## src/rtl/led_period_meter_pkg.sv

```systemverilog
// rtl/led_period_meter_pkg.sv - shared FSM state type and default parameters for the LED period meter.
package led_meter_pkg;

  typedef enum logic [1:0] {
    ST_IDLE    = 2'd0,
    ST_MEASURE = 2'd1,
    ST_TMO     = 2'd2
  } meter_state_e;

  localparam int DEF_CNT_W       = 25;
  localparam int DEF_TIMEOUT_MAX = 24_999_999;
  localparam int DEF_LOCK_TOL    = 1;

endpackage

```

## src/rtl/led_period_meter_if.sv

```systemverilog
// rtl/led_period_meter_if.sv - measurement result bundle produced by the period meter.
interface led_period_meter_if #(
  parameter int CNT_W = led_meter_pkg::DEF_CNT_W
);

  logic [CNT_W-1:0] half_period;
  logic             level_out;
  logic             meas_valid;
  logic             timeout;
  logic             locked;

  modport master (
    output half_period,
    output level_out,
    output meas_valid,
    output timeout,
    output locked
  );

  modport slave (
    input half_period,
    input level_out,
    input meas_valid,
    input timeout,
    input locked
  );

endinterface

```

## src/rtl/led_period_meter_sync_edge_det.sv

```systemverilog
// rtl/led_period_meter_sync_edge_det.sv - 2-FF synchronizer plus a third stage for any-edge detection.
module sync_edge_det (
  input  logic sys_clk,
  input  logic sys_rst,
  input  logic din,
  output logic level,
  output logic edge_pulse
);

  logic stage1;
  logic stage2;
  logic stage3;

  always_ff @(posedge sys_clk) begin
    if (sys_rst) begin
      stage1 <= 1'b0;
      stage2 <= 1'b0;
      stage3 <= 1'b0;
    end else begin
      stage1 <= din;
      stage2 <= stage1;
      stage3 <= stage2;
    end
  end

  // stage3 still holds the pre-edge level during the edge cycle
  assign level      = stage3;
  assign edge_pulse = stage2 ^ stage3;

endmodule

```

## src/rtl/led_period_meter.sv

```systemverilog
// rtl/led_period_meter.sv - measures each half period of a toggling input, with timeout and lock flags.
module led_period_meter
  import led_meter_pkg::*;
#(
  parameter int               CNT_W       = DEF_CNT_W,
  parameter logic [CNT_W-1:0] TIMEOUT_MAX = CNT_W'(DEF_TIMEOUT_MAX),
  parameter logic [CNT_W-1:0] LOCK_TOL    = CNT_W'(DEF_LOCK_TOL)
) (
  input  logic                  sys_clk,
  input  logic                  sys_rst,
  input  logic                  sig_in,
  led_period_meter_if.master    meas
);

  meter_state_e     state, state_nxt;
  logic [CNT_W-1:0] cnt, cnt_nxt;
  logic [CNT_W-1:0] hp_q, hp_nxt;
  logic             lvl_q, lvl_nxt;
  logic             mv_q, mv_nxt;
  logic             tmo_q, tmo_nxt;
  logic             lock_q, lock_nxt;
  logic             have_prev, have_prev_nxt;

  logic             sync_level;
  logic             sync_edge;
  logic [CNT_W-1:0] cnt_inc;
  logic [CNT_W:0]   diff;
  logic [CNT_W:0]   abs_diff;
  logic             within_tol;

  sync_edge_det u_sync (
    .sys_clk    (sys_clk),
    .sys_rst    (sys_rst),
    .din        (sig_in),
    .level      (sync_level),
    .edge_pulse (sync_edge)
  );

  // one extra bit keeps the difference from wrapping before the sign test
  assign cnt_inc    = cnt + 1'b1;
  assign diff       = {1'b0, cnt_inc} - {1'b0, hp_q};
  assign abs_diff   = diff[CNT_W] ? ((CNT_W+1)'(0) - diff) : diff;
  assign within_tol = (abs_diff <= {1'b0, LOCK_TOL});

  always_ff @(posedge sys_clk) begin
    if (sys_rst) begin
      state <= ST_IDLE;
    end else begin
      state <= state_nxt;
    end
  end

  always_comb begin
    state_nxt     = state;
    cnt_nxt       = cnt;
    hp_nxt        = hp_q;
    lvl_nxt       = lvl_q;
    mv_nxt        = 1'b0;
    tmo_nxt       = tmo_q;
    lock_nxt      = lock_q;
    have_prev_nxt = have_prev;
    case (state)
      ST_IDLE: begin
        cnt_nxt = '0;
        if (sync_edge) begin
          state_nxt = ST_MEASURE;
        end
      end
      ST_MEASURE: begin
        // an edge on the timeout cycle still counts as a measurement
        if (sync_edge) begin
          hp_nxt        = cnt_inc;
          lvl_nxt       = sync_level;
          mv_nxt        = 1'b1;
          cnt_nxt       = '0;
          lock_nxt      = have_prev && within_tol;
          have_prev_nxt = 1'b1;
        end else if (cnt_inc == TIMEOUT_MAX) begin
          state_nxt     = ST_TMO;
          tmo_nxt       = 1'b1;
          lock_nxt      = 1'b0;
          have_prev_nxt = 1'b0;
        end else begin
          cnt_nxt = cnt_inc;
        end
      end
      ST_TMO: begin
        if (sync_edge) begin
          state_nxt = ST_MEASURE;
          tmo_nxt   = 1'b0;
          cnt_nxt   = '0;
        end
      end
      default: begin
        state_nxt = ST_IDLE;
        cnt_nxt   = '0;
      end
    endcase
  end

  always_ff @(posedge sys_clk) begin
    if (sys_rst) begin
      cnt       <= '0;
      hp_q      <= '0;
      lvl_q     <= 1'b0;
      mv_q      <= 1'b0;
      tmo_q     <= 1'b0;
      lock_q    <= 1'b0;
      have_prev <= 1'b0;
    end else begin
      cnt       <= cnt_nxt;
      hp_q      <= hp_nxt;
      lvl_q     <= lvl_nxt;
      mv_q      <= mv_nxt;
      tmo_q     <= tmo_nxt;
      lock_q    <= lock_nxt;
      have_prev <= have_prev_nxt;
    end
  end

  assign meas.half_period = hp_q;
  assign meas.level_out   = lvl_q;
  assign meas.meas_valid  = mv_q;
  assign meas.timeout     = tmo_q;
  assign meas.locked      = lock_q;

endmodule

```

## src/flat_wrapper.sv

```systemverilog
// flat-port wrapper written by rule: the top's interface ports become plain ports
module led_period_meter_flat import led_meter_pkg::*;
#(
  parameter int               CNT_W       = DEF_CNT_W,
  parameter logic [CNT_W-1:0] TIMEOUT_MAX = CNT_W'(DEF_TIMEOUT_MAX),
  parameter logic [CNT_W-1:0] LOCK_TOL    = CNT_W'(DEF_LOCK_TOL)
)
  (sys_clk, sys_rst, sig_in, meas_half_period, meas_level_out, meas_meas_valid, meas_timeout, meas_locked);
  led_period_meter_if #(.CNT_W(CNT_W)) meas_i ();
  input  logic sys_clk;
  input  logic sys_rst;
  input  logic sig_in;
  output wire logic [$bits(meas_i.half_period)-1:0] meas_half_period;
  output wire logic [$bits(meas_i.level_out)-1:0] meas_level_out;
  output wire logic [$bits(meas_i.meas_valid)-1:0] meas_meas_valid;
  output wire logic [$bits(meas_i.timeout)-1:0] meas_timeout;
  output wire logic [$bits(meas_i.locked)-1:0] meas_locked;
  assign meas_half_period = meas_i.half_period;
  assign meas_level_out = meas_i.level_out;
  assign meas_meas_valid = meas_i.meas_valid;
  assign meas_timeout = meas_i.timeout;
  assign meas_locked = meas_i.locked;
  led_period_meter #(.CNT_W(CNT_W), .TIMEOUT_MAX(TIMEOUT_MAX), .LOCK_TOL(LOCK_TOL)) u_core (.sys_clk(sys_clk), .sys_rst(sys_rst), .sig_in(sig_in), .meas(meas_i));
endmodule
```

## config.mk

```make
export PLATFORM = sky130hd
export DESIGN_NAME = led_period_meter_flat
export DESIGN_NICKNAME = d
export VERILOG_FILES = /design/src/rtl/led_period_meter_pkg.sv /design/src/rtl/led_period_meter_if.sv /design/src/rtl/led_period_meter_sync_edge_det.sv /design/src/rtl/led_period_meter.sv /design/src/flat_wrapper.sv
export SDC_FILE = /design/constraint.sdc
export NUM_CORES = 1
export LEC_CHECK = 0
export ABC_AREA = 1
export BUFFER_PORTS_ARGS = -buffer_cell sky130_fd_sc_hd__buf_2
export CORE_AREA = 2 2 95 97
export DETAILED_ROUTE_END_ITERATION = 10
export DIE_AREA = 0 0 97 99
export PLACE_DENSITY = 0.86
export REMOVE_ABC_BUFFERS = 1
export SYNTH_ARGS = -nofsm -noshare
export SYNTH_HDL_FRONTEND = slang
export SYNTH_SLANG_ARGS = --single-unit
```

## constraint.sdc

```tcl
create_clock -name sys_clk -period 9.3 [get_ports sys_clk]
set_input_delay 0 -clock sys_clk [delete_from_list [all_inputs] [get_ports sys_clk]]
set_output_delay 0 -clock sys_clk [all_outputs]
set_load 0.01 [all_outputs]
```

==> reports/qor.yml <==
worst_setup_path:
  cp_max_fo: 31
  max_stage_delay_ns: 0.46
  crit_path_frequent_cell: "nand2_1"
  cp.arrival_ns: 4.44
  criticalPathCategory: "flip-flop to flip-flop"
  path_depth: 29
  crit_path_end_kind: "flip-flop"
  r2r_setup_slack_ns: 5.13
  crit_family: "simple AND/OR/NAND/NOR gates"
  reg2reg_depth: 29
  startpoint_type: "flip-flop"
  cp.buffers_inverters: 3
  cp_data_required_time_ns: 9.56
  crit_path_top_delay_cell: "dfxtp_1"
grt:
  antenna_found_initial: 0
  use_met2: 0.5246
  grt_usage: 0.3129
  grt_start_max_net_pins: 43
  grt_pass1_wl_microns: 24890
  overflow: 0
  top_usage_layer: "met2"
  use_met3: 0.03830
  grt_pass1_vias: 5541
  use_met1: 0.4025
clock_network:
  cts.sinks: 60
  cts_buffers: 9
  root_buffer: "clkbuf_8"
  h-tree-depth: 3
  clkTransAtPathRegs_ns: 0.08
  post-cts-setup-buffers: 0
  cts.path.max_buffers: 2
  worstSkewPairLatency_ns: 0.33
  cts_tree: "done"
timing:
  timing.final.crit_share: 0.4485
  clock.fmax_mhz: 239.7
  max_slew_margin: 0.2326
  grt_setup_unrepaired: "false"
  clock_skew_ns: 0.008170
  period_needed_ns: 4.171
  setup_viol: 0
  tns_ns: 0
  tightest_slew_ns: 1.150
  hold_violations: 0
  report.final.slew_viol_count: 0
logic_synthesis:
  muxShareOfSynthArea: 0
  synth_seq_cells: 60
  synthAdderAreaFrac: 0.06498
  syn_inst: 1022
  syn_area_sq_mm: 0.005699
  ys_seq_area_frac: 0.2108
  ys.flop_type: "dfxtp_1"
  ys_types: 35
  synth_edf_count: 0
  synth-compound-area-share: 0.08540
  syn_avg_cell_area_sq_um: 5.577
  synthSimpleGateAreaFrac: 0.4683
  ys_warn_count: 0
  synth_top_family_by_area: "simple AND/OR/NAND/NOR gates"
  synth-xor-area-share: 0.03820
  async_flop_share: 0
floorplanning:
  num_rows: 34
  coreArea_sq_mm: 0.008551
  ios: 32
  die_height_microns: 99
  start_util: 0.6665
  die_x_microns: 97
  die_area_sq_mm: 0.009603
drt:
  wl_per_cell_microns: 12.81
  drt-pass1-iter-count: 5
  num_vias: 6220
  route.detailed.drc: 0
  viasPerCell: 5.344
  postRouteAntennaNets: 0
  first_iter_violations: 431
  wl_microns: 14910
layout:
  drive_above_1_share: 0.06818
  syn_to_final_growth_pct: 7.882
  fillCellCount: 755
  nets: 1083
  diodes: 0
placed_design:
  io_buffers: 31
  hpwl_microns: 11650
  place.gp.congestion: 0.9528
hold_path:
  hold-path-cell-count: 2
  hold_class: "input port to flip-flop"
run:
  maxCapViolations: 0
outcome:
  status: "completed"
pwr:
  p_leak_nw: 3.612
  total_power_mw: 0.8286
  p_per_area_mw_per_mm2: 134.8
  peakVddDrop_uv: 122.6
metal layers:
| metal | vias up | wire, microns |
|---|---|---|
| met5 | - | 0 |
| met1 | 2712 | 6533 |
| li1 | 3239 | - |
| met2 | 225 | 6754 |
| met4 | 0 | 544 |
| met3 | 44 | 1075 |
power breakdown:
part / switching, mW / total, mW / internal (mW) / leakage [nW]
sequential: 0.00240 / 0.263 / 0.261 / 0.485
combinational: 0.219 / 0.322 / 0.103 / 3.03
clock: 0.111 / 0.243 / 0.133 / 0.0991
cell usage in the layout (no fill, tap or decap), types with 4 or more instances in the layout:
| master | netlist | routed |
|---|---|---|
| a21oi_1 | 54 | 54 |
| buf_2 | 0 | 31 |
| clkbuf_8 | 0 | 10 |
| dfxtp_1 | 60 | 60 |
| ha_1 | 28 | 28 |
| inv_1 | 183 | 183 |
| nand2_1 | 383 | 383 |
| nand3_1 | 78 | 78 |
| nand3b_1 | 6 | 6 |
| nand4_1 | 27 | 27 |
| nor2_1 | 92 | 92 |
| nor2_2 | 4 | 4 |
| nor2_4 | 4 | 4 |
| nor3_1 | 8 | 8 |
| o21ai_0 | 30 | 30 |
| xnor2_1 | 4 | 4 |
| xor2_1 | 19 | 19 |
flip-flops by register name, indices dropped and copies added (netlist names):
name / flops
u_core.cnt: 25
u_core.meas.half_period: 25
u_core.state: 2
u_core.have_prev: 1
u_core.meas.level_out: 1
u_core.meas.locked: 1
u_core.meas.meas_valid: 1
u_core.meas.timeout: 1
u_core.u_sync.level: 1
u_core.u_sync.stage1: 1
u_core.u_sync.stage2: 1
worst paths after layout:
path                               end                 start
setup / recovery    u_core.meas.locked         u_core.cnt[0]
hold / removal    u_core.u_sync.stage2               sys_rst
setup reg to reg    u_core.meas.locked         u_core.cnt[0]
hold reg to reg   u_core.u_sync.stage2  u_core.u_sync.stage1
per-stage QoR:
stage,utilization,hold WS [ns],std cells,setup WS (ns),area [sq um]
finish,0.7191,0.2357,1164,5.129,6148
global route,0.7191,0.2430,1164,4.635,6148
CTS,0.7191,0.2116,1164,5.144,6148
detailed placement,0.6934,0.2199,1147,5.227,5929
global placement,0.6934,0.2065,1147,5.403,5929
floorplan,-,0.06907,1007,5.015,5632
area by class of cell:
type / instances / area [sq um] / share of cell area
multi-input cells: 764 / 3744 / 0.6089
repair buffers: 33 / 172.7 / 0.02808
clock buffers: 10 / 137.6 / 0.02239
inverters: 183 / 686.9 / 0.1117
clock inverters: 6 / 71.32 / 0.01160
well taps: 108 / 135.1 / 0.02198
flip-flops and latches: 60 / 1201 / 0.1954
cell usage after synthesis (4+ instances only):
cell / instances / area [sq um]
nand4_1: 27 / 168.9
nand3_1: 78 / 390.4
xor2_1: 19 / 166.4
dfxtp_1: 60 / 1201
o21ai_0: 30 / 150.1
nand2_1: 383 / 1438
nor2_2: 4 / 25.02
nor2_1: 92 / 345.3
xnor2_1: 4 / 35.03
inv_1: 183 / 686.9
nor2_4: 4 / 45.04
nand3b_1: 6 / 45.04
ha_1: 28 / 350.3
nor3_1: 8 / 40.04
a21oi_1: 54 / 270.3
clkbuf_1: 12 / 45.04
logic make-up after synthesis:
| kind of cell | Yosys count |
|---|---|
| AND/OR/NAND/NOR | 619 |
| AO/OA/AOI/OAI | 92 |
| adder cells (fa/ha/maj) | 29 |
| XOR/XNOR | 24 |
| flip-flops | 60 |
| buffers and inverters | 198 |
timing repair:
| item | CTS | global route |
|---|---|---|
| setup endpoints to repair | 0 | 0 |
| resized for setup | 0 | 0 |
| endpoints found under the hold margin | 1 | 0 |
| hold buffers | 1 | 0 |
(Power assumes the default switching activity.)
